`src/rtl/ifu_pkg.sv`:
```
// Shared widths, reset PC and FSM encoding for the instruction fetch unit.
package ifu_pkg;
   localparam int ysyx_23060251_reg_bus  = 64;
   localparam int ysyx_23060251_inst_bus = 32;

   localparam logic [ysyx_23060251_reg_bus-1:0] IFU_RESET_PC = 64'h0000_0000_8000_0000;

   typedef enum logic [1:0] {
      ST_REQ  = 2'd0,
      ST_WAIT = 2'd1,
      ST_HOLD = 2'd2,
      ST_DROP = 2'd3
   } ifu_state_e;

   function automatic logic pc_aligned(input logic [1:0] pc_lsb);
      return pc_lsb == 2'b00;
   endfunction
endpackage

```
`src/rtl/ifu_if.sv`:
```
// Fetch-unit bus bundle: redirect from execute, memory request/response, decode handoff.
interface ifu_if;
   import ifu_pkg::*;

   logic                              redirect_valid_i;
   logic [ysyx_23060251_reg_bus-1:0]  redirect_pc_i;
   logic                              req_valid_o;
   logic                              req_ready_i;
   logic [ysyx_23060251_reg_bus-1:0]  req_addr_o;
   logic                              rsp_valid_i;
   logic [ysyx_23060251_inst_bus-1:0] rsp_data_i;
   logic                              rsp_err_i;
   logic                              inst_valid_o;
   logic                              inst_ready_i;
   logic [ysyx_23060251_inst_bus-1:0] inst_o;
   logic [ysyx_23060251_reg_bus-1:0]  pc_o;
   logic                              fault_o;

   modport master (
      input  redirect_valid_i, redirect_pc_i, req_ready_i, rsp_valid_i, rsp_data_i,
             rsp_err_i, inst_ready_i,
      output req_valid_o, req_addr_o, inst_valid_o, inst_o, pc_o, fault_o
   );

   modport slave (
      output redirect_valid_i, redirect_pc_i, req_ready_i, rsp_valid_i, rsp_data_i,
             rsp_err_i, inst_ready_i,
      input  req_valid_o, req_addr_o, inst_valid_o, inst_o, pc_o, fault_o
   );
endinterface

```
`src/rtl/ifu.sv`:
```
// Instruction fetch unit: single-outstanding fetch FSM feeding decode.
// state | meaning
// REQ   | present pc to memory; a misaligned pc skips memory and becomes a fault
// WAIT  | request accepted, waiting for the response
// HOLD  | instruction held for decode until accepted
// DROP  | waiting out the response of a request made obsolete by a redirect
module ifu
   import ifu_pkg::*;
#(
   parameter logic [ysyx_23060251_reg_bus-1:0] RESET_PC = IFU_RESET_PC
) (
   input  logic  clock,
   input  logic  reset,
   ifu_if.master bus
);
   ifu_state_e                        state_q, state_d;
   logic [ysyx_23060251_reg_bus-1:0]  pc_q, pc_d;
   logic [ysyx_23060251_reg_bus-1:0]  pc_out_q, pc_out_d;
   logic [ysyx_23060251_inst_bus-1:0] inst_q, inst_d;
   logic                              fault_q, fault_d;
   logic                              req_valid_q, req_valid_d;
   logic                              inst_valid_q, inst_valid_d;
   logic                              req_fire;

   // A handshake only counts when a request was actually presented.
   assign req_fire = req_valid_q & bus.req_ready_i;

   always_comb begin
      state_d  = state_q;
      pc_d     = pc_q;
      pc_out_d = pc_out_q;
      inst_d   = inst_q;
      fault_d  = fault_q;
      unique case (state_q)
         ST_REQ: begin
            if (bus.redirect_valid_i) begin
               pc_d = bus.redirect_pc_i;
               if (req_fire) state_d = ST_DROP;
            end else if (!pc_aligned(pc_q[1:0])) begin
               state_d  = ST_HOLD;
               inst_d   = '0;
               fault_d  = 1'b1;
               pc_out_d = pc_q;
            end else if (req_fire) begin
               state_d = ST_WAIT;
            end
         end
         ST_WAIT: begin
            if (bus.redirect_valid_i) begin
               pc_d    = bus.redirect_pc_i;
               state_d = bus.rsp_valid_i ? ST_REQ : ST_DROP;
            end else if (bus.rsp_valid_i) begin
               state_d  = ST_HOLD;
               inst_d   = bus.rsp_data_i;
               fault_d  = bus.rsp_err_i;
               pc_out_d = pc_q;
            end
         end
         ST_HOLD: begin
            if (bus.redirect_valid_i) begin
               pc_d    = bus.redirect_pc_i;
               state_d = ST_REQ;
            end else if (bus.inst_ready_i) begin
               pc_d    = pc_q + 64'd4;
               state_d = ST_REQ;
            end
         end
         ST_DROP: begin
            // A redirect here only retargets; the stale response must still drain.
            if (bus.redirect_valid_i) pc_d = bus.redirect_pc_i;
            if (bus.rsp_valid_i) state_d = ST_REQ;
         end
         default: state_d = ST_REQ;
      endcase
      req_valid_d  = (state_d == ST_REQ) && pc_aligned(pc_d[1:0]);
      inst_valid_d = (state_d == ST_HOLD);
   end

   always_ff @(posedge clock) begin
      if (reset) begin
         state_q      <= ST_REQ;
         pc_q         <= RESET_PC;
         pc_out_q     <= '0;
         inst_q       <= '0;
         fault_q      <= 1'b0;
         req_valid_q  <= 1'b0;
         inst_valid_q <= 1'b0;
      end else begin
         state_q      <= state_d;
         pc_q         <= pc_d;
         pc_out_q     <= pc_out_d;
         inst_q       <= inst_d;
         fault_q      <= fault_d;
         req_valid_q  <= req_valid_d;
         inst_valid_q <= inst_valid_d;
      end
   end

   assign bus.req_valid_o  = req_valid_q;
   assign bus.req_addr_o   = pc_q;
   assign bus.inst_valid_o = inst_valid_q;
   assign bus.inst_o       = inst_q;
   assign bus.pc_o         = pc_out_q;
   assign bus.fault_o      = fault_q;
endmodule
```
`src/flat_wrapper.sv`:
```
// flat-port wrapper written by rule: the top's interface ports become plain ports
module ifu_flat import ifu_pkg::*;
#(
   parameter logic [ysyx_23060251_reg_bus-1:0] RESET_PC = IFU_RESET_PC
)
  (clock, reset, bus_redirect_valid_i, bus_redirect_pc_i, bus_req_ready_i, bus_rsp_valid_i, bus_rsp_data_i, bus_rsp_err_i, bus_inst_ready_i, bus_req_valid_o, bus_req_addr_o, bus_inst_valid_o, bus_inst_o, bus_pc_o, bus_fault_o);
  ifu_if bus_i ();
  input  logic clock;
  input  logic reset;
  input wire logic [$bits(bus_i.redirect_valid_i)-1:0] bus_redirect_valid_i;
  input wire logic [$bits(bus_i.redirect_pc_i)-1:0] bus_redirect_pc_i;
  input wire logic [$bits(bus_i.req_ready_i)-1:0] bus_req_ready_i;
  input wire logic [$bits(bus_i.rsp_valid_i)-1:0] bus_rsp_valid_i;
  input wire logic [$bits(bus_i.rsp_data_i)-1:0] bus_rsp_data_i;
  input wire logic [$bits(bus_i.rsp_err_i)-1:0] bus_rsp_err_i;
  input wire logic [$bits(bus_i.inst_ready_i)-1:0] bus_inst_ready_i;
  output wire logic [$bits(bus_i.req_valid_o)-1:0] bus_req_valid_o;
  output wire logic [$bits(bus_i.req_addr_o)-1:0] bus_req_addr_o;
  output wire logic [$bits(bus_i.inst_valid_o)-1:0] bus_inst_valid_o;
  output wire logic [$bits(bus_i.inst_o)-1:0] bus_inst_o;
  output wire logic [$bits(bus_i.pc_o)-1:0] bus_pc_o;
  output wire logic [$bits(bus_i.fault_o)-1:0] bus_fault_o;
  assign bus_i.redirect_valid_i = bus_redirect_valid_i;
  assign bus_i.redirect_pc_i = bus_redirect_pc_i;
  assign bus_i.req_ready_i = bus_req_ready_i;
  assign bus_i.rsp_valid_i = bus_rsp_valid_i;
  assign bus_i.rsp_data_i = bus_rsp_data_i;
  assign bus_i.rsp_err_i = bus_rsp_err_i;
  assign bus_i.inst_ready_i = bus_inst_ready_i;
  assign bus_req_valid_o = bus_i.req_valid_o;
  assign bus_req_addr_o = bus_i.req_addr_o;
  assign bus_inst_valid_o = bus_i.inst_valid_o;
  assign bus_inst_o = bus_i.inst_o;
  assign bus_pc_o = bus_i.pc_o;
  assign bus_fault_o = bus_i.fault_o;
  ifu #(.RESET_PC(RESET_PC)) u_core (.clock(clock), .reset(reset), .bus(bus_i));
endmodule
```
`config.mk`:
```
export PLATFORM = sky130hd
export DESIGN_NAME = ifu_flat
export DESIGN_NICKNAME = d
export VERILOG_FILES = /design/src/rtl/ifu_pkg.sv /design/src/rtl/ifu_if.sv /design/src/rtl/ifu.sv /design/src/flat_wrapper.sv
export SDC_FILE = /design/constraint.sdc
export NUM_CORES = 1
export LEC_CHECK = 0
export ABC_AREA = 1
export CORE_MARGIN = 1
export CORE_UTILIZATION = 51
export CTS_CLUSTER_DIAMETER = 120
export DETAILED_ROUTE_END_ITERATION = 10
export HOLD_SLACK_MARGIN = 0.12
export PLACE_DENSITY = 0.87
export SKIP_LAST_GASP = 1
export SLEW_MARGIN = 20
export SYNTH_ARGS = -nofsm -noshare
export SYNTH_HDL_FRONTEND = slang
export SYNTH_SLANG_ARGS = --single-unit
```
`constraint.sdc`:
```
create_clock -name clock -period 3.75 [get_ports clock]
set_clock_uncertainty 0.2 [all_clocks]
set_input_delay 0.75 -clock clock [delete_from_list [all_inputs] [get_ports clock]]
set_output_delay 0.75 -clock clock [all_outputs]
set_load 0.005 [all_outputs]
```
==> insert_results.sql, run 1 <==
INSERT INTO impl_metrics (metric_group, metric, value, unit) VALUES
('status', 'status', 'completed', ''),
('synthesis', 'syn-mean-instance-area', '6.713', 'sq um'),
('setup_path', 'worstPathMaxFanout', '16', ''),
('sta', 'final-hold-violation-count', '0', ''),
('die', 'initial_core_util', '0.5215', ''),
('synthesis', 'ys.warnings.count', '0', ''),
('cts', 'clock_sinks', '165', ''),
('cts', 'cts_resized', '0', ''),
('sta', 'finalSetupViolCount', '0', ''),
('routing', 'via_count_of_the_routed_design', '9328', ''),
('sta', 'final.setup.tns', '0', 'ps'),
('synthesis', 'seq_area_frac_synth', '0.3987', ''),
('placed_design', 'dp_hpwl', '21460', 'um'),
('die', 'io-pin-count', '266', ''),
('sta', 'timing.final.max_slew_violations', '0', ''),
('sta', 'tightestPinTransition', '984.8', 'ps'),
('synthesis', 'syn-num-nets', '1338', ''),
('cells_and_area', 'finalInstanceArea', '11590', 'sq um'),
('synthesis', 'synth_compound_area_frac', '0.1695', ''),
('synthesis', 'yosys.area_share.xor_xnor', '0.01480', ''),
('synthesis', 'mappedNetlistArea', '8284', 'sq um'),
('setup_path', 'startpoint_type', 'input port', ''),
('global_route', 'grt.total_usage', '0.3468', ''),
('synthesis', 'fraction_of_the_mapped_netlist_area_in_simple_logic_gates', '0.3229', ''),
('global_route', 'globalRoute.totalOverflow', '0', ''),
('cells_and_area', 'nNetsFinal', '1571', ''),
('run', 'timing.max_cap.violations', '0', ''),
('synthesis', 'postSynth.asyncResetShare', '0', ''),
('cells_and_area', 'num-fill-cells', '1326', ''),
('cells_and_area', 'synthToLayoutAreaGrowth', '39.87', '%'),
('cts', 'clk_transition_reported_paths', '70', 'ps'),
('placed_design', 'port_buffers', '265', ''),
('setup_path', 'crit_path_from', 'bus_inst_ready_i', ''),
('worst_hold_path', 'launch_instance_of_the_worst_min_delay_path', 'u_core.bus.inst_o[23]$_SDFFE_PP0P_', ''),
('global_route', 'number_of_global_route_vias_before_repair', '8530', ''),
('sta', 'max-slew-margin-rel', '0.3434', ''),
('synthesis', 'postSynthRegisterBits', '165', ''),
('routing', 'post-route-drc-count', '0', ''),
('routing', 'drt_pass1_iterations', '6', ''),
('cts', 'ctsHoldBuffers', '0', ''),
('worst_hold_path', 'worstHoldPathType', 'reg -> reg', ''),
('routing', 'wirelength', '29280', 'um'),
('pwr', 'power.ir.vdd_worst', '0.3078', 'mV'),
('cells_and_area', 'drive_above_1_share', '0.06014', ''),
('synthesis', 'largest_family_of_logic_cells_by_synthesized_area', 'simple AND/OR/NAND/NOR gates', ''),
('setup_path', 'worstReg2RegStart', 'u_core.bus.req_addr_o[3]$_SDFFE_PP0P_', ''),
('routing', 'drt_iter0_drc', '1048', ''),
('cts', 'cts_made_buffers', '17', ''),
('cts', 'clkLatencyLatePin', '430', 'ps'),
('sta', 'max_clock_freq', '378.8', 'MHz'),
('placed_design', 'gpl.final_weighted_congestion', '1.015', ''),
('die', 'floorplan_core_area', '15890', 'sq um'),
('synthesis', 'post_synth_fa_ha_maj_area_fraction', '0.001510', ''),
('global_route', 'grt_first_pass_wirelength', '44690', 'um'),
('cts', 'htree_num_levels', '4', ''),
('setup_path', 'worst_setup_path_end_kind', 'register', ''),
('die', 'die_h', '129.5', 'um'),
('pwr', 'total_leakage_power', '4.307', 'nW'),
('pwr', 'power_per_cell_area', '393.5', 'nW/um^2'),
('synthesis', 'synth_edf_count', '0', ''),
('routing', 'drt-vias-per-instance', '5.500', ''),
('cells_and_area', 'final_cell_mix', 'nand2_1, clkdlybuf4s50_1, dfxtp_1', ''),
('global_route', 'grt_max_degree', '87', ''),
('routing', 'antenna_left', '0', ''),
('cts', 'cts_tree', 'done', ''),
('cells_and_area', 'count_of_inserted_antenna_diode_cells', '0', ''),
('sta', 'final_min_period_over_clock_period', '0.7039', ''),
('synthesis', 'synth.area.mux_share', '0.002417', ''),
('die', 'design.die.area', '16760', 'sq um'),
('setup_path', 'cp_data_required_time', '3880', 'ps'),
('routing', 'drt-wirelength-per-cell', '17.26', 'um');
report_power, final:
group          internal [mW]  switching, mW
clock network          0.929          0.778
registers               1.88          0.133
logic                  0.426          0.414
total                   3.23           1.32
per-stage QoR:
stage / setup slack [ps] / power (mW) / instances / util
3_3_place_gp: 800.8 / 2.852 / 1664 / 0.6934
6_report: 1110 / 4.559 / 1696 / 0.7294
3_5_place_dp: 732.9 / 2.874 / 1664 / 0.6938
2_1_floorplan: 1710 / 2.392 / 1234 / -
5_1_grt: 876.5 / 4.740 / 1696 / 0.7294
4_1_cts: 1172 / 4.564 / 1696 / 0.7294
final timing paths:
| path | end | slack [ps] | cells past startpoint |
|---|---|---|---|
| max | u_core.bus.req_addr_o[27]$_SDFFE_PP0P_ | 1110 | 10 |
| min | u_core.bus.inst_o[23]$_SDFFE_PP0P_ | 260 | 2 |
| max reg2reg | u_core.bus.req_addr_o[40]$_SDFFE_PP0P_ | 1250 | 10 |
| min reg2reg | u_core.bus.inst_o[23]$_SDFFE_PP0P_ | 260 | 2 |
area by class of cell:
| cell class | instances | area (sq um) | share of cell area |
|---|---|---|---|
| flip-flops and latches | 165 | 3303 | 0.2851 |
| well taps | 216 | 270.3 | 0.02332 |
| repair buffers | 275 | 2743 | 0.2367 |
| inverters | 123 | 462.9 | 0.03995 |
| multi-input cells | 885 | 4242 | 0.3661 |
| clock inverters | 15 | 141.4 | 0.01220 |
| clock buffers | 17 | 425.4 | 0.03671 |
metal layers:
layer	GRT usage	vias up	part of all wire
li1	-	4497	-
met1	0.4672	4290	0.42
met2	0.5417	463	0.46
met3	0.06317	78	0.083
met4	0.1546	0	0.035
met5	0	-	0
kinds of logic (layout without fill, tap and decap cells):
group           Yosys count  count (layout)
compound gates          271             271
simple gates            597             597
flops                   165             165
mux                       2               2
fa+ha+maj                 1               1
xor+xnor                 14              14
buf+inv                 184             430
sequential cells by signal, indices dropped and copies added (netlist names):
signal / count
u_core.bus.pc_o: 64
u_core.bus.req_addr_o: 64
u_core.bus.inst_o: 32
u_core.state_q: 2
u_core.bus.fault_o: 1
u_core.bus.inst_valid_o: 1
u_core.bus.req_valid_o: 1
worst max-delay path, stage by stage:
cell,delay [ps]
clkdlybuf4s50_1,530
nand3_4,160
nand2_1,400
inv_2,250
nor3_2,190
nand2_1,100
a21oi_1,150
o21ai_0,100
nand2_1,80
inv_1,40
synth_stat cells (8+ instances only):
| cell | instances | area, sq um |
|---|---|---|
| nand2_1 | 263 | 987.2 |
| nor3_1 | 13 | 65.06 |
| xor2_1 | 11 | 96.34 |
| clkbuf_1 | 36 | 135.1 |
| dfxtp_1 | 165 | 3303 |
| nor2_1 | 159 | 596.8 |
| o211ai_1 | 8 | 60.06 |
| buf_2 | 15 | 75.07 |
| nor2_4 | 9 | 101.4 |
| o21ai_0 | 116 | 580.6 |
| nand4_1 | 17 | 106.4 |
| inv_1 | 115 | 431.7 |
| a21oi_1 | 123 | 615.6 |
| o21ai_1 | 9 | 45.04 |
| buf_4 | 8 | 60.06 |
| a31oi_1 | 10 | 62.56 |
| nand3_1 | 106 | 530.5 |
Power figures use the tool's default switching activity.
==> inputs of run 2 (changes only) <==
Settings changed: CORE_UTILIZATION 51 to 47, PLACE_DENSITY 0.87 to 0.81.
Clock period 3.75 ns to 2.5 ns, I/O delays scaled along.
==> insert_results.sql, run 2 (synthesis gave the netlist of run 1 again) <==
INSERT INTO impl_metrics (metric_group, metric, value, unit) VALUES
('sta', 'tightestPinTransition', '703.4', 'ps'),
('placed_design', 'place_worst_setup_slack', '72.91', 'ps'),
('global_route', 'grt.total_usage', '0.3282', ''),
('pwr', 'power.sequential.fraction', '0.435', ''),
('pwr', 'power_switching', '2.012', 'mW'),
('setup_path', 'critPathKind', 'reg -> reg', ''),
('pwr', 'power.ir.vdd_worst', '0.5221', 'mV'),
('cells_and_area', 'count_of_inserted_antenna_diode_cells', '0', ''),
('sta', 'final-hold-violation-count', '0', ''),
('global_route', 'grt_max_degree', '79', ''),
('setup_path', 'reg2reg_slack', '190', 'ps'),
('cts', 'ctsLongestPathBuffers', '2', ''),
('setup_path', 'worstPathMaxFanout', '6', ''),
('routing', 'drt-wirelength-per-cell', '17.43', 'um'),
('sta', 'final.hold.worst_slack', '264.4', 'ps'),
('global_route', 'globalRoute.totalOverflow', '0', ''),
('global_route', 'number_of_global_route_vias_before_repair', '8311', ''),
('global_route', 'antenna_found_initial', '0', ''),
('placed_design', 'dp_hpwl', '22450', 'um'),
('cts', 'clkLatencyLatePin', '440', 'ps'),
('sta', 'max_clock_freq', '433.1', 'MHz'),
('routing', 'drt_pass1_iterations', '5', ''),
('die', 'die_width', '134.8', 'um'),
('cts', 'ctsHoldBuffers', '0', ''),
('pwr', 'combPwrFrac', '0.189', ''),
('pwr', 'power_per_cell_area', '588.5', 'nW/um^2'),
('sta', 'finalSetupViolCount', '0', ''),
('cts', 'buffer_count_from_post_cts_setup_fixing', '0', ''),
('pwr', 'power.clock.fraction', '0.376', ''),
('cts', 'cts_root_buffer', 'clkbuf_16', ''),
('setup_path', 'cp_data_required_time', '2630', 'ps'),
('cells_and_area', 'synthToLayoutAreaGrowth', '42.21', '%'),
('routing', 'antenna_left', '0', ''),
('die', 'io-pin-count', '266', ''),
('cells_and_area', 'drive_above_1_share', '0.07019', ''),
('run', 'timing.max_cap.violations', '0', ''),
('sta', 'final.setup.tns', '0', 'ps'),
('die', 'design.die.area', '18160', 'sq um'),
('cts', 'htree_num_levels', '4', ''),
('cts', 'cts_tree', 'done', ''),
('setup_path', 'reg2reg_depth', '11', ''),
('cts', 'cts_made_buffers', '17', ''),
('routing', 'via_count_of_the_routed_design', '9244', ''),
('sta', 'final_min_period_over_clock_period', '0.9235', ''),
('cells_and_area', 'nNetsFinal', '1587', ''),
('global_route', 'grt_first_pass_wirelength', '46090', 'um'),
('pwr', 'total_leakage_power', '4.412', 'nW'),
('status', 'status', 'completed', ''),
('setup_path', 'worst-endpoint-arrival', '2430', 'ps'),
('sta', 'timing.final.max_slew_violations', '0', ''),
('sta', 'unrepaired_setup_endpoints_after_global_routing', 'no', ''),
('setup_path', 'startpoint_type', 'register', ''),
('cts', 'clock_sinks', '165', ''),
('sta', 'final_critical_path_setup_slack', '191.3', 'ps'),
('worst_hold_path', 'min_path_cells', '2', ''),
('die', 'initial_core_util', '0.4806', ''),
('sta', 'period_minus_slack', '2309', 'ps'),
('pwr', 'p_sw_frac', '0.2902', ''),
('routing', 'drt_iter0_drc', '856', ''),
('die', 'floorplan.rows', '48', ''),
('routing', 'drt-vias-per-instance', '5.371', ''),
('cts', 'clk_transition_reported_paths', '70', 'ps'),
('routing', 'wirelength', '30000', 'um'),
('pwr', 'internal_power', '4.921', 'mW'),
('setup_path', 'worst_setup_path_end_kind', 'register', ''),
('die', 'floorplan_core_area', '17240', 'sq um'),
('placed_design', 'gpl.final_weighted_congestion', '0.9968', ''),
('cts', 'cts_resized', '0', ''),
('worst_hold_path', 'worstHoldPathType', 'reg -> reg', ''),
('routing', 'post-route-drc-count', '0', ''),
('die', 'die_h', '134.8', 'um'),
('sta', 'max-slew-margin-rel', '0.5306', ''),
('placed_design', 'port_buffers', '265', ''),
('cells_and_area', 'final_cell_mix', 'nand2_1, clkdlybuf4s50_1, dfxtp_1', '');
==> run 2: cell types whose count changed in the layout (fill, tap and decap cells not counted), sizes merged <==
| cell | previous run | this run |
|---|---|---|
| buf | 12 | 28 |
| clkbuf | 17 | 18 |
| inv | 127 | 126 |
==> run 2: area by class of cell <==
cell class	count	area, sq um
inverter	123	464.2
multi-input combinational	885	4237
timing repair buffer	291	2913
clock buffer	18	439.2
sequential	165	3303
clock inverter	14	143.9
tap	225	281.5
fill	1531	5455
==> run 2: stage by stage <==
step | instance area [sq um] | util | total power, mW | instances
floorplan | 8284 | - | 3.588 | 1234
global placement | 11200 | 0.6497 | 4.337 | 1689
detailed placement | 11200 | 0.6497 | 4.359 | 1689
CTS | 11780 | 0.6835 | 6.933 | 1721
global route | 11780 | 0.6835 | 7.194 | 1721
finish | 11780 | 0.6835 | 6.933 | 1721
==> run 2: final timing paths <==
check                                                      startpoint                                endpoint
worst max-delay path            u_core.bus.req_addr_o[3]$_SDFFE_PP0P_  u_core.bus.req_addr_o[40]$_SDFFE_PP0P_
worst max register to register  u_core.bus.req_addr_o[3]$_SDFFE_PP0P_  u_core.bus.req_addr_o[40]$_SDFFE_PP0P_
worst min-delay path               u_core.bus.inst_o[16]$_SDFFE_PP0P_      u_core.bus.inst_o[16]$_SDFFE_PP0P_
worst min register to register     u_core.bus.inst_o[16]$_SDFFE_PP0P_      u_core.bus.inst_o[16]$_SDFFE_PP0P_
==> run 2: power groups by stage <==
| stage | Sequential (mW) | Combinational, mW | Clock, mW |
|---|---|---|---|
| CTS | 3.01 | 1.30 | 2.62 |
| detailed placement | 3.06 | 1.29 | 0 |
| floorplan | 3.02 | 0.568 | 0 |
| global placement | 3.06 | 1.27 | 0 |
| finish | 3.02 | 1.31 | 2.61 |
| global route | 3.04 | 1.42 | 2.74 |
==> run 2: worst max-delay path, stage by stage (launching register included) <==
cell,delay (ps)
dfxtp_1,470
ha_1,250
nand2_1,140
nor2_4,170
nand4_1,160
nor2_2,220
buf_4,200
nand3_1,100
nand2_1,80
nand2_1,50
o21ai_1,120
inv_1,60
==> run 2: layer usage <==
metal / vias to the layer above / GRT usage / wire, um
li1: 4527 / - / -
met1: 4222 / 0.4498 / 13060
met3: 48 / 0.05480 / 2373
met5: - / 0 / 0
met4: 0 / 0.09988 / 646
met2: 447 / 0.5272 / 13910
